### src/rtl/vga_pkg.sv
// vga_pkg: VGA timing mode constants and helpers shared by the timing generator.
package vga_pkg;
    typedef struct packed {
        int unsigned active;
        int unsigned fp;
        int unsigned sync;
        int unsigned bp;
    } vga_seg_t;
    typedef struct packed {
        vga_seg_t    h;
        vga_seg_t    v;
        logic        hs_pol;
        logic        vs_pol;
        int unsigned clk_div;
    } vga_mode_t;
    localparam vga_mode_t VGA_640X480_60 = '{
        h: '{640, 16, 96, 48}, v: '{480, 10, 2, 33},
        hs_pol: 1'b0, vs_pol: 1'b0, clk_div: 2
    };
    // 50 MHz pixel clock needs CLK_DIV=1, which the divider cannot do; kept for a future PLL-fed variant.
    localparam vga_mode_t VGA_800X600_72 = '{
        h: '{800, 56, 120, 64}, v: '{600, 37, 6, 23},
        hs_pol: 1'b1, vs_pol: 1'b1, clk_div: 1
    };
    function automatic int unsigned vga_total(input int unsigned active, input int unsigned fp,
                                              input int unsigned sync, input int unsigned bp);
        return active + fp + sync + bp;
    endfunction
endpackage

### src/rtl/vga_timing_gen_if.sv
// vga_timing_gen_if: pixel-source request/colour signals and DAC-side VGA pins.
interface vga_timing_gen_if #(
    parameter int unsigned COLOR_W = 8,
    parameter int unsigned CW      = 10
);
    logic [COLOR_W-1:0] input_red;
    logic [COLOR_W-1:0] input_green;
    logic [COLOR_W-1:0] input_blue;
    logic               pix_ce;
    logic [CW-1:0]      next_x;
    logic [CW-1:0]      next_y;
    logic               req_valid;
    logic               frame_start;
    logic               VGA_CLK;
    logic               VGA_HS;
    logic               VGA_VS;
    logic               VGA_BLANK_N;
    logic               VGA_SYNC_N;
    logic [COLOR_W-1:0] VGA_R;
    logic [COLOR_W-1:0] VGA_G;
    logic [COLOR_W-1:0] VGA_B;
    modport master (
        input  input_red, input_green, input_blue,
        output pix_ce, next_x, next_y, req_valid, frame_start,
        output VGA_CLK, VGA_HS, VGA_VS, VGA_BLANK_N, VGA_SYNC_N, VGA_R, VGA_G, VGA_B
    );
    modport slave (
        output input_red, input_green, input_blue,
        input  pix_ce, next_x, next_y, req_valid, frame_start,
        input  VGA_CLK, VGA_HS, VGA_VS, VGA_BLANK_N, VGA_SYNC_N, VGA_R, VGA_G, VGA_B
    );
endinterface

### src/rtl/vga_delay_line.sv
// vga_delay_line: clock-enabled shift register; DEPTH=0 is a straight wire.
module vga_delay_line #(
    parameter int unsigned WIDTH = 1,
    parameter int unsigned DEPTH = 1
) (
    input  logic             clk,
    input  logic             rst_n,
    input  logic             i_ce,
    input  logic [WIDTH-1:0] i_data,
    output logic [WIDTH-1:0] o_data
);
    localparam int unsigned D = (DEPTH == 0) ? 1 : DEPTH;
    logic [D-1:0][WIDTH-1:0] r_sr;
    always_ff @(posedge clk or negedge rst_n)
        if (!rst_n) r_sr <= '0;
        else if (i_ce) begin
            r_sr[0] <= i_data;
            for (int i = 1; i < D; i++) r_sr[i] <= r_sr[i-1];
        end
    assign o_data = (DEPTH == 0) ? i_data : r_sr[D-1];
endmodule

### src/rtl/vga_timing_gen.sv
// vga_timing_gen: parametrised VGA sync/blank generator issuing pixel requests LAT ticks ahead of the DAC.
module vga_timing_gen
    import vga_pkg::*;
#(
    parameter int unsigned H_ACTIVE = VGA_640X480_60.h.active,
    parameter int unsigned H_FP     = VGA_640X480_60.h.fp,
    parameter int unsigned H_SYNC   = VGA_640X480_60.h.sync,
    parameter int unsigned H_BP     = VGA_640X480_60.h.bp,
    parameter int unsigned V_ACTIVE = VGA_640X480_60.v.active,
    parameter int unsigned V_FP     = VGA_640X480_60.v.fp,
    parameter int unsigned V_SYNC   = VGA_640X480_60.v.sync,
    parameter int unsigned V_BP     = VGA_640X480_60.v.bp,
    parameter bit          HS_POL   = 1'b0,
    parameter bit          VS_POL   = 1'b0,
    parameter int unsigned CLK_DIV  = 2,
    parameter int unsigned LAT      = 2,
    parameter int unsigned COLOR_W  = 8,
    parameter int unsigned CW       = 10
) (
    input  logic             CLOCK_50,
    input  logic             reset_n,
    vga_timing_gen_if.master vga
);
    localparam int unsigned   H_TOTAL  = vga_total(H_ACTIVE, H_FP, H_SYNC, H_BP);
    localparam int unsigned   V_TOTAL  = vga_total(V_ACTIVE, V_FP, V_SYNC, V_BP);
    localparam int unsigned   DW       = $clog2(CLK_DIV);
    localparam logic [DW-1:0] DIV_LAST = DW'(CLK_DIV - 1);
    localparam logic [DW-1:0] DIV_HALF = DW'(CLK_DIV / 2);
    localparam logic [CW-1:0] H_LAST   = CW'(H_TOTAL - 1);
    localparam logic [CW-1:0] V_LAST   = CW'(V_TOTAL - 1);
    localparam logic [CW-1:0] H_ACT    = CW'(H_ACTIVE);
    localparam logic [CW-1:0] V_ACT    = CW'(V_ACTIVE);
    localparam logic [CW-1:0] HS_BEG   = CW'(H_ACTIVE + H_FP);
    localparam logic [CW-1:0] HS_END   = CW'(H_ACTIVE + H_FP + H_SYNC);
    localparam logic [CW-1:0] VS_BEG   = CW'(V_ACTIVE + V_FP);
    localparam logic [CW-1:0] VS_END   = CW'(V_ACTIVE + V_FP + V_SYNC);
    logic [DW-1:0]      r_div;
    logic [CW-1:0]      r_hc;
    logic [CW-1:0]      r_vc;
    logic               r_run;
    logic               r_hs;
    logic               r_vs;
    logic               r_blank_n;
    logic [COLOR_W-1:0] r_red;
    logic [COLOR_W-1:0] r_green;
    logic [COLOR_W-1:0] r_blue;
    logic               w_ce;
    logic               w_req;
    logic               w_hs;
    logic               w_vs;
    logic [2:0]         w_dly;
    always_ff @(posedge CLOCK_50 or negedge reset_n)
        if (!reset_n) begin
            r_div <= '0;
            r_hc  <= '0;
            r_vc  <= '0;
            r_run <= 1'b0;
        end else begin
            r_run <= 1'b1;
            r_div <= w_ce ? '0 : r_div + 1'b1;
            if (w_ce) begin
                r_hc <= (r_hc == H_LAST) ? '0 : r_hc + 1'b1;
                if (r_hc == H_LAST) r_vc <= (r_vc == V_LAST) ? '0 : r_vc + 1'b1;
            end
        end
    // r_run keeps req_valid low while the counters sit at their (0,0) reset value
    always_comb begin
        w_ce  = (r_div == DIV_LAST);
        w_req = r_run && (r_hc < H_ACT) && (r_vc < V_ACT);
        w_hs  = (r_hc >= HS_BEG) && (r_hc < HS_END);
        w_vs  = (r_vc >= VS_BEG) && (r_vc < VS_END);
    end
    vga_delay_line #(.WIDTH(3), .DEPTH(LAT)) u_dly (
        .clk    (CLOCK_50),
        .rst_n  (reset_n),
        .i_ce   (w_ce),
        .i_data ({w_hs, w_vs, w_req}),
        .o_data (w_dly)
    );
    // sync bits are stored as "active" so a cleared pipeline means inactive for either polarity
    always_ff @(posedge CLOCK_50 or negedge reset_n)
        if (!reset_n) begin
            r_hs      <= 1'b0;
            r_vs      <= 1'b0;
            r_blank_n <= 1'b0;
            r_red     <= '0;
            r_green   <= '0;
            r_blue    <= '0;
        end else if (w_ce) begin
            {r_hs, r_vs, r_blank_n} <= w_dly;
            r_red   <= w_dly[0] ? vga.input_red   : '0;
            r_green <= w_dly[0] ? vga.input_green : '0;
            r_blue  <= w_dly[0] ? vga.input_blue  : '0;
        end
    assign vga.pix_ce      = w_ce;
    assign vga.next_x      = w_req ? r_hc : '0;
    assign vga.next_y      = w_req ? r_vc : '0;
    assign vga.req_valid   = w_req;
    assign vga.frame_start = w_ce && (r_hc == '0) && (r_vc == '0);
    assign vga.VGA_CLK     = (r_div >= DIV_HALF);
    assign vga.VGA_HS      = r_hs ? HS_POL : ~HS_POL;
    assign vga.VGA_VS      = r_vs ? VS_POL : ~VS_POL;
    assign vga.VGA_BLANK_N = r_blank_n;
    assign vga.VGA_SYNC_N  = 1'b0;
    assign vga.VGA_R       = r_red;
    assign vga.VGA_G       = r_green;
    assign vga.VGA_B       = r_blue;
endmodule

### src/flat_wrapper.sv
// flat-port wrapper written by rule: the top's interface ports become plain ports
module vga_timing_gen_flat import vga_pkg::*;
#(
    parameter int unsigned H_ACTIVE = VGA_640X480_60.h.active,
    parameter int unsigned H_FP     = VGA_640X480_60.h.fp,
    parameter int unsigned H_SYNC   = VGA_640X480_60.h.sync,
    parameter int unsigned H_BP     = VGA_640X480_60.h.bp,
    parameter int unsigned V_ACTIVE = VGA_640X480_60.v.active,
    parameter int unsigned V_FP     = VGA_640X480_60.v.fp,
    parameter int unsigned V_SYNC   = VGA_640X480_60.v.sync,
    parameter int unsigned V_BP     = VGA_640X480_60.v.bp,
    parameter bit          HS_POL   = 1'b0,
    parameter bit          VS_POL   = 1'b0,
    parameter int unsigned CLK_DIV  = 2,
    parameter int unsigned LAT      = 2,
    parameter int unsigned COLOR_W  = 8,
    parameter int unsigned CW       = 10
)
  (CLOCK_50, reset_n, vga_input_red, vga_input_green, vga_input_blue, vga_pix_ce, vga_next_x, vga_next_y, vga_req_valid, vga_frame_start, vga_VGA_CLK, vga_VGA_HS, vga_VGA_VS, vga_VGA_BLANK_N, vga_VGA_SYNC_N, vga_VGA_R, vga_VGA_G, vga_VGA_B);
  vga_timing_gen_if #(.COLOR_W(COLOR_W), .CW(CW)) vga_i ();
  input  logic CLOCK_50;
  input  logic reset_n;
  input wire logic [$bits(vga_i.input_red)-1:0] vga_input_red;
  input wire logic [$bits(vga_i.input_green)-1:0] vga_input_green;
  input wire logic [$bits(vga_i.input_blue)-1:0] vga_input_blue;
  output wire logic [$bits(vga_i.pix_ce)-1:0] vga_pix_ce;
  output wire logic [$bits(vga_i.next_x)-1:0] vga_next_x;
  output wire logic [$bits(vga_i.next_y)-1:0] vga_next_y;
  output wire logic [$bits(vga_i.req_valid)-1:0] vga_req_valid;
  output wire logic [$bits(vga_i.frame_start)-1:0] vga_frame_start;
  output wire logic [$bits(vga_i.VGA_CLK)-1:0] vga_VGA_CLK;
  output wire logic [$bits(vga_i.VGA_HS)-1:0] vga_VGA_HS;
  output wire logic [$bits(vga_i.VGA_VS)-1:0] vga_VGA_VS;
  output wire logic [$bits(vga_i.VGA_BLANK_N)-1:0] vga_VGA_BLANK_N;
  output wire logic [$bits(vga_i.VGA_SYNC_N)-1:0] vga_VGA_SYNC_N;
  output wire logic [$bits(vga_i.VGA_R)-1:0] vga_VGA_R;
  output wire logic [$bits(vga_i.VGA_G)-1:0] vga_VGA_G;
  output wire logic [$bits(vga_i.VGA_B)-1:0] vga_VGA_B;
  assign vga_i.input_red = vga_input_red;
  assign vga_i.input_green = vga_input_green;
  assign vga_i.input_blue = vga_input_blue;
  assign vga_pix_ce = vga_i.pix_ce;
  assign vga_next_x = vga_i.next_x;
  assign vga_next_y = vga_i.next_y;
  assign vga_req_valid = vga_i.req_valid;
  assign vga_frame_start = vga_i.frame_start;
  assign vga_VGA_CLK = vga_i.VGA_CLK;
  assign vga_VGA_HS = vga_i.VGA_HS;
  assign vga_VGA_VS = vga_i.VGA_VS;
  assign vga_VGA_BLANK_N = vga_i.VGA_BLANK_N;
  assign vga_VGA_SYNC_N = vga_i.VGA_SYNC_N;
  assign vga_VGA_R = vga_i.VGA_R;
  assign vga_VGA_G = vga_i.VGA_G;
  assign vga_VGA_B = vga_i.VGA_B;
  vga_timing_gen #(.H_ACTIVE(H_ACTIVE), .H_FP(H_FP), .H_SYNC(H_SYNC), .H_BP(H_BP), .V_ACTIVE(V_ACTIVE), .V_FP(V_FP), .V_SYNC(V_SYNC), .V_BP(V_BP), .HS_POL(HS_POL), .VS_POL(VS_POL), .CLK_DIV(CLK_DIV), .LAT(LAT), .COLOR_W(COLOR_W), .CW(CW)) u_core (.CLOCK_50(CLOCK_50), .reset_n(reset_n), .vga(vga_i));
endmodule
### config.mk
export PLATFORM = sky130hd
export DESIGN_NAME = vga_timing_gen_flat
export DESIGN_NICKNAME = d
export VERILOG_FILES = /design/src/rtl/vga_pkg.sv /design/src/rtl/vga_timing_gen_if.sv /design/src/rtl/vga_delay_line.sv /design/src/rtl/vga_timing_gen.sv /design/src/flat_wrapper.sv
export SDC_FILE = /design/constraint.sdc
export NUM_CORES = 1
export LEC_CHECK = 0
export ABC_AREA = 1
export CORE_MARGIN = 4
export CORE_UTILIZATION = 50
export DETAILED_ROUTE_END_ITERATION = 10
export PLACE_DENSITY = 0.83
export SLEW_MARGIN = 20
export SYNTH_ARGS = -nofsm -noshare
export SYNTH_HDL_FRONTEND = slang
export SYNTH_HIERARCHICAL = 1
export SYNTH_SLANG_ARGS = --single-unit
### constraint.sdc
create_clock -name CLOCK_50 -period 3.1 [get_ports CLOCK_50]
set_clock_uncertainty 0.15 [all_clocks]
set_input_delay 0.62 -clock CLOCK_50 [delete_from_list [all_inputs] [get_ports CLOCK_50]]
set_output_delay 0.62 -clock CLOCK_50 [all_outputs]
set_load 0.02 [all_outputs]
==> metrics.cfg <==
[logic_synthesis]
synth.distinct_cells=24
syn_inst=358
syn_area_per_cell_um2=7.776
ys_seq_area_share_pct=49.44
synth-seq-cells=55
synth_top_area_share_pct=49.44
synth_top_area_cell=dfrtp_1
ys_top_cells_by_area=dfrtp_1, nand2_1, nand3_1, nor2_1, inv_1
ys.warnings.count=6
netlist_area_mm2=0.002784

[setup_path]
cp_max_fo=10
arrival_ns=2.13
critical_path_class=register to primary output
end_kind=primary output
startpoint_type=register
crit_required_ns=2.33

[power_and_ir_drop]
p_total_mw=1.301
p_leak_nw=1.786
powerDensity_mw_per_mm2=357.5
peakVddDrop_v=0.0003404

[sta]
worst_hold_slack_ns=0.07247
hold_violations=0
rsz0062_at_grt=no
fin_crit_ns=2.904
fin_tns_setup_ns=0
relSlewSlack_pct=47.29
maxSlewViolCount=0
setup_ws_ns=0.1960
period_share_pct=93.68
max_freq_mhz=344.4
setup_viol=0
worst_slew_pin_slew_ns=0.7906

[place]
place_congestion=0.8992
port_buffers=75
dp_hpwl_um=4855
pre_cts_ws_ns=0.4852

[floorplan]
fp.dieW_um=82.62
core_area_mm2=0.005238
io-pin-count=78
dieArea_mm2=0.006825
rows=26
die_h_um=82.62
start_util_pct=53.15

[drt]
drt-vias-per-instance=4.988
wl_per_cell_um=13.20
firstDrtPassIters=4
via_count=2479
drtIter0Drc=231
detail-route-antenna-nets=0
drc=0
routed_wl_um=6561

[cells_and_area]
fin_nets=456
diodes=0
final_common_cell=nand2_1
area_delta_synth_final_pct=30.74
most-common-layout-cells=nand2_1, clkdlybuf4s50_1, dfrtp_1, nand3_1, nor2_1
drive_gt1_share_pct=6.323

[flow_run]
drv_cap=0

[global_routing]
grt_start_max_net_pins=49
overflow=0
grt_pass1_vias=2364
grt_pass1_wl_um=10680
grt_antenna_before_repair=0
grtUsageTotal_pct=20.26

[clock_network]
cts_max_level=2
clkSinkCount=55
hold_buffers=0
worstSkewPairLatency_ns=0.32
cts_tree=built
cts_inserted_buffers=5
ctsResizeCount=0
post_cts_buffers=0
cts_root_buf=clkbuf_8
cts.clk_slew.worst_paths_ns=0.10
ctsLongestPathBuffers=2

[hold_path]
hold_path_class=input pin to asynchronous set/reset pin

[status]
status=finished, final reports clean

state kept, by name (all words and copies together) (netlist names):
signal and flops:
u_core/r_hc 10, u_core/r_vc 10, u_core/vga.VGA_B 8, u_core/vga.VGA_G 8
u_core/vga.VGA_R 8, u_core/u_dly/o_data 3, u_core/u_dly/r_sr 3, u_core/r_hs 1
u_core/r_run 1, u_core/r_vs 1, u_core/vga.VGA_BLANK_N 1, u_core/vga.pix_ce 1
Yosys cell counts, drive strengths merged:
cell type	n
nand2	112
dfrtp	55
nand3	45
nor2	43
inv	40
buf	17
o21ai	16
xor2	9
nor3	6
ha	4
clkbuf	3
a21oi	2
conb	2
nand4	2
nor4	1
o21bai	1
layout make-up:
| class | count | area [µm²] |
|---|---|---|
| timing repair buffer | 80 | 783.3 |
| tap | 70 | 87.58 |
| multi-input combinational | 244 | 1146 |
| inverter | 40 | 150.1 |
| sequential | 55 | 1376 |
| clock inverter | 3 | 27.53 |
| clock buffer | 5 | 68.82 |
| fill | 419 | 1598 |
per-layer routing:
layer / global-route usage [%] / vias up / wire [µm]
met5: 0 / - / 0
met4: 6.863 / 0 / 172
met3: 4.447 / 15 / 384
met2: 33.01 / 71 / 3187
met1: 26.79 / 1161 / 2817
li1: - / 1232 / -
worst max-delay path, stage by stage (launching register included):
cell and delay (ns):
dfrtp_1 0.43, nand2_2 0.14, nand3_1 0.09, nor2_1 0.12, nand2_2 0.14, buf_4 0.19, nor2_1 0.09, clkdlybuf4s50_1 0.62
worst paths after layout:
check	slack (ns)	cells after the start	start	end
max	0.20	7	u_core/r_hc[8]	vga_next_x[7]
min	0.07	1	reset_n	u_core/r_vc[8]
max reg2reg	1.02	6	u_core/vga.pix_ce	u_core/r_hc[9]
min reg2reg	0.34	2	u_core/vga.VGA_R[5]	u_core/vga.VGA_R[5]
max in group asynchronous	2.12	2	reset_n	u_core/r_hc[5]
min in group CLOCK_50	0.34	2	u_core/vga.VGA_R[5]	u_core/vga.VGA_R[5]
through the flow:
step                      instances  instance area [µm²]  util [%]
after floorplan                 359                 2788         -
after CTS                       497                 3637     69.45
after global routing            497                 3640     69.49
final                           497                 3640     69.49
after global placement          489                 3541     67.61
after detailed placement        489                 3541     67.61
power by group:
group | switching (mW) | leakage, nW | internal [mW]
Combinational | 0.0672 | 1.02 | 0.0695
Clock | 0.248 | 0.0463 | 0.166
Sequential | 0.0148 | 0.719 | 0.735
logic make-up (layout without fill, tap and decap cells):
| family | after synthesis | count (layout) | share of synthesized area [%] |
|---|---|---|---|
| AND/OR/NAND/NOR | 209 | 209 | 32.54 |
| buffers and inverters | 60 | 128 | 9.618 |
| flip-flops | 55 | 55 | 49.44 |
| AO/OA/AOI/OAI | 19 | 19 | 3.505 |
| XOR/XNOR | 9 | 9 | 2.832 |
| adder cells (fa/ha/maj) | 4 | 4 | 1.798 |
| other | 2 | 3 | 0.2698 |
(Power assumes the default switching activity.)
